## src/rtl/bram_arbiter.sv

```systemverilog
// bram_arbiter: round-robin two-port arbiter (A = core, B = loader/debug) sharing a single-port Bram
// Ports: clock, reset (async, active-low)
//        a_req_*/b_req_* : valid/ready/we/addr/wd request channels; a_resp_*/b_resp_* : valid/rd/err responses
//        b_lock          : while high only port B can be granted
//        bram_*          : en/we/addr/wd to the Bram, rd from it (one-cycle registered read)
module bram_arbiter #(
    parameter int unsigned BRAM_SIZE = 512
) (
    input  logic        clock,
    input  logic        reset,
    input  logic        a_req_valid,
    output logic        a_req_ready,
    input  logic        a_req_we,
    input  logic [31:0] a_req_addr,
    input  logic [31:0] a_req_wd,
    output logic        a_resp_valid,
    output logic [31:0] a_resp_rd,
    output logic        a_resp_err,
    input  logic        b_req_valid,
    output logic        b_req_ready,
    input  logic        b_req_we,
    input  logic [31:0] b_req_addr,
    input  logic [31:0] b_req_wd,
    output logic        b_resp_valid,
    output logic [31:0] b_resp_rd,
    output logic        b_resp_err,
    input  logic        b_lock,
    output logic        bram_en,
    output logic        bram_we,
    output logic [31:0] bram_addr,
    output logic [31:0] bram_wd,
    input  logic [31:0] bram_rd
);
    logic        last_b, resp_pending, resp_port_b, resp_is_read, resp_err;
    logic        a_ok, b_ok, grant_a, grant_b, accept, sel_we, in_range;
    logic [31:0] sel_addr, sel_wd;
    // reset gates the requests so nothing is accepted while it is held
    assign a_ok     = reset & a_req_valid & ~b_lock;
    assign b_ok     = reset & b_req_valid;
    // on a conflict A wins only if B was granted last
    assign grant_a  = a_ok & (~b_ok | last_b);
    assign grant_b  = b_ok & ~grant_a;
    assign accept   = grant_a | grant_b;
    assign sel_we   = grant_a ? a_req_we : b_req_we;
    assign sel_addr = grant_a ? a_req_addr : b_req_addr;
    assign sel_wd   = grant_a ? a_req_wd : b_req_wd;
    assign in_range = sel_addr < BRAM_SIZE;
    assign a_req_ready = grant_a;
    assign b_req_ready = grant_b;
    assign bram_en   = accept & in_range;
    assign bram_we   = bram_en & sel_we;
    assign bram_addr = accept ? sel_addr : 32'd0;
    assign bram_wd   = accept ? sel_wd : 32'd0;
    always_ff @(posedge clock or negedge reset) begin
        if (!reset) begin
            last_b       <= 1'b1;
            resp_pending <= 1'b0;
            resp_port_b  <= 1'b0;
            resp_is_read <= 1'b0;
            resp_err     <= 1'b0;
        end else begin
            resp_pending <= accept;
            resp_port_b  <= grant_b;
            resp_is_read <= accept & ~sel_we & in_range;
            resp_err     <= accept & ~in_range;
            if (accept) last_b <= grant_b;
        end
    end
    assign a_resp_valid = resp_pending & ~resp_port_b;
    assign b_resp_valid = resp_pending & resp_port_b;
    assign a_resp_rd    = (a_resp_valid & resp_is_read) ? bram_rd : 32'd0;
    assign b_resp_rd    = (b_resp_valid & resp_is_read) ? bram_rd : 32'd0;
    assign a_resp_err   = a_resp_valid & resp_err;
    assign b_resp_err   = b_resp_valid & resp_err;
endmodule

```

## config.mk

```make
export PLATFORM = sky130hd
export DESIGN_NAME = bram_arbiter
export DESIGN_NICKNAME = d
export VERILOG_FILES = /design/src/rtl/bram_arbiter.sv
export SDC_FILE = /design/constraint.sdc
export NUM_CORES = 1
export LEC_CHECK = 0
export BUFFER_PORTS_ARGS = -buffer_cell sky130_fd_sc_hd__buf_4
export CAP_MARGIN = 10
export CORE_AREA = 3 3 116 118
export DETAILED_ROUTE_END_ITERATION = 8
export DIE_AREA = 0 0 119 121
export HOLD_SLACK_MARGIN = 0.05
export REMOVE_ABC_BUFFERS = 1
export SLEW_MARGIN = 20
export SYNTH_ARGS = -nofsm -noshare
export SYNTH_HDL_FRONTEND = slang
export SYNTH_SLANG_ARGS = --single-unit
```

## constraint.sdc

```tcl
create_clock -name clock -period 1.8 [get_ports clock]
set_input_delay 0.18 -clock clock [delete_from_list [all_inputs] [get_ports clock]]
set_output_delay 0.18 -clock clock [all_outputs]
set_load 0.03 [all_outputs]
```

==> flow_summary.ini <==
[die]
initial_utilization = 0.1263
core_um2 = 12570
rows = 41
die-area_um2 = 14400
die_h_um = 121
die_w_um = 119
ios = 303

[sta]
max_slew_margin = 0.7355
slew_viol_final = 0
finalWorstSetupSlack_ps = -128.6
min_period_ps = 1929
period_share = 1.071
worstMarginPinSlew_ps = 393.1
rsz0062_at_grt = yes
finClkSkew_ps = 0.9579
max_freq_mhz = 518.5
finalSetupTns_ps = -4213
setup_viol = 62
holdWs_ps = 264.2
hold_viol = 0

[critical_path]
endpoint_kind = output pin
critPathKind = reg2out
cp_cell_sequence = inv_2, a21o_4, clkinv_8, nor2_4, buf_8, buf_8, a22o_1, buf_6
reg2reg_slack_ps = 110
cpMostUsedCell = buf_8
reg2reg_depth = 7
cp_slowest_stage_delay_ps = 530
cp.arrival_ps = 1750
crit_slowest_cell = dfstp_2
r2r_start = last_b
path_max_fanout = 6
r2r_end = resp_is_read
worst-endpoint-required_ps = 1620
cp-start-kind = register

[pwr]
sw_frac_of_total = 0.3737
power_density_nw_per_um2 = 328.0
p_leak_nw = 2.579
ir_worst_vdd_mv = 0.2325
power_mw = 1.565
switchingPower_mw = 0.5850
p_clk_frac = 0.235
p_int_mw = 0.9804
p_comb_frac = 0.678
seq_power_share = 0.087

[placement]
port_buffers = 302
place_worst_setup_slack_ps = -88.50
dpl_cell_area_um2 = 4013
placed_cells = 698
place.gp.congestion = 0.9113
dp_hpwl_um = 9096

[synthesis]
synth_edf_count = 0
synth_cell_type_count = 29
avgSynthCellArea_um2 = 6.588
syn_inst = 241
synth-seq-cells = 5
yosysWarnings = 0
synth_area_um2 = 1588
async_flop_share = 1.000
synthFlopType = dfrtp_1
ys_seq_area_frac = 0.07959

[cells_and_area]
final_layout_size_suffix_gt1_frac = 0.6727
final_cell_area_um2 = 4772
layout.cells.non_filler = 722
nets = 718
syn2layout_area_growth_pct = 200.6
diodes = 0
finish.utilization = 0.3797

[hold_path]
min_path_type = in2reg
hold_path_depth = 3
hold_end = resp_pending
hp-start = reset

[detailed_routing]
dr.first_iter.drc_count = 96
viasPerCell = 4.343
drc = 0
routed_wl_um = 12160
ant_nets = 0
avgRoutedWirePerCell_um = 16.85
vias = 3136
drt-pass1-iter-count = 4

[clock_network]
numCtsBuffers = 3
htree_levels = 1
clkSinkCount = 5
clk_pin_slew_ps = 30
clk_latency_ps = 230
cts-root-buf = clkbuf_16
cts_max_path_buffers = 2
cts_tree = done

[grt]
track_usage = 0.1365
antenna_found_initial = 0
grt-ovfl-total = 0
grt_pass1_vias = 3036
grt_first_pass_wirelength_um = 16120
grt_max_degree = 44

[job]
max-cap-violations = 0

[outcome]
violations = setup timing
outcome = finished with violations
-- synthesized netlist by cell type (2+ instances only) --
master	number	share of area
dfrtp_1	4	0.063
nand4_1	2	0.0079
clkbuf_1	12	0.028
nor4_1	8	0.032
or4_4	2	0.014
a21oi_1	24	0.076
a22o_1	41	0.23
inv_1	2	0.0047
nand2_1	48	0.11
nor4_2	2	0.016
and3_1	34	0.13
buf_4	2	0.0095
buf_6	5	0.035
buf_2	6	0.019
nor2b_1	2	0.0079
and2_1	34	0.13
-- cells by family (layout without fill, tap and decap cells) --
| logic type | count (synthesis) | after routing | synth area share |
|---|---|---|---|
| AND/OR/NAND/NOR | 137 | 137 | 0.4854 |
| AO/OA/AOI/OAI | 68 | 68 | 0.3128 |
| buffers and inverters | 28 | 337 | 0.09928 |
| flip-flops | 5 | 5 | 0.07960 |
| multiplexers | 3 | 3 | 0.02285 |
-- area by class of cell --
class / instances / area (um2)
clock buffer: 4 / 78.83
fill: 1306 / 7796
inverter: 3 / 23.77
multi-input combinational: 208 / 1431
sequential: 5 / 126.4
tap: 172 / 215.2
timing repair buffer: 330 / 2897
-- per-layer routing --
metal,up-vias,GRT usage,wire [um]
met5,-,0,0
met4,0,0.02607,104
met3,10,0.03590,1161
met2,184,0.2692,6346
met1,1446,0.1449,4550
li1,1496,-,-
-- sequential cells by signal, indices dropped and copies added (netlist names) --
| name | flops |
|---|---|
| last_b | 1 |
| resp_err | 1 |
| resp_is_read | 1 |
| resp_pending | 1 |
| resp_port_b | 1 |
-- layout by cell type (no fill, tap or decap), drive strengths merged, types with 4 or more instances in the layout --
cell type / instances
buf: 325
nand2: 48
a22o: 41
and3: 35
and2: 34
a21oi: 24
nor4: 10
clkbuf: 8
dfrtp: 4
-- worst max path at each step --
stage,from,endpoint,slack (ps),depth (start not counted)
6_report,last_b,bram_wd[30],-130,8
5_1_grt,last_b,bram_we,-180,6
4_1_cts,last_b,bram_we,-120,6
3_5_place_dp,last_b,bram_addr[21],-90,7
3_3_place_gp,last_b,bram_addr[18],-50,7
2_1_floorplan,last_b,bram_addr[0],-1440,5
-- critical path: cells and delay by family (launching register included) --
kind / cells / cell delay (ps)
buf+inv: 5 / 500
simple gates: 1 / 60
flops: 1 / 530
compound gates: 2 / 430
-- power groups by stage --
stage	clock, mW	combinational [mW]	sequential, mW
2_1_floorplan	0	0.361	0.135
3_3_place_gp	0	0.853	0.138
3_5_place_dp	0	0.862	0.138
4_1_cts	0.373	0.976	0.137
5_1_grt	0.382	1.12	0.139
6_report	0.368	1.06	0.137
-- what timing repair did --
item | 4_1_cts | 5_1_grt
cloned | 2 | 6
setup endpoints to repair | 99 | 67
hold buffers | 1 | 0
buffers inserted | 5 | 9
gates resized for setup | 69 | 39
pin swaps | 3 | 4
endpoints found under the hold margin | 5 | 0
No activity file was read; power rests on OpenSTA's default activity.
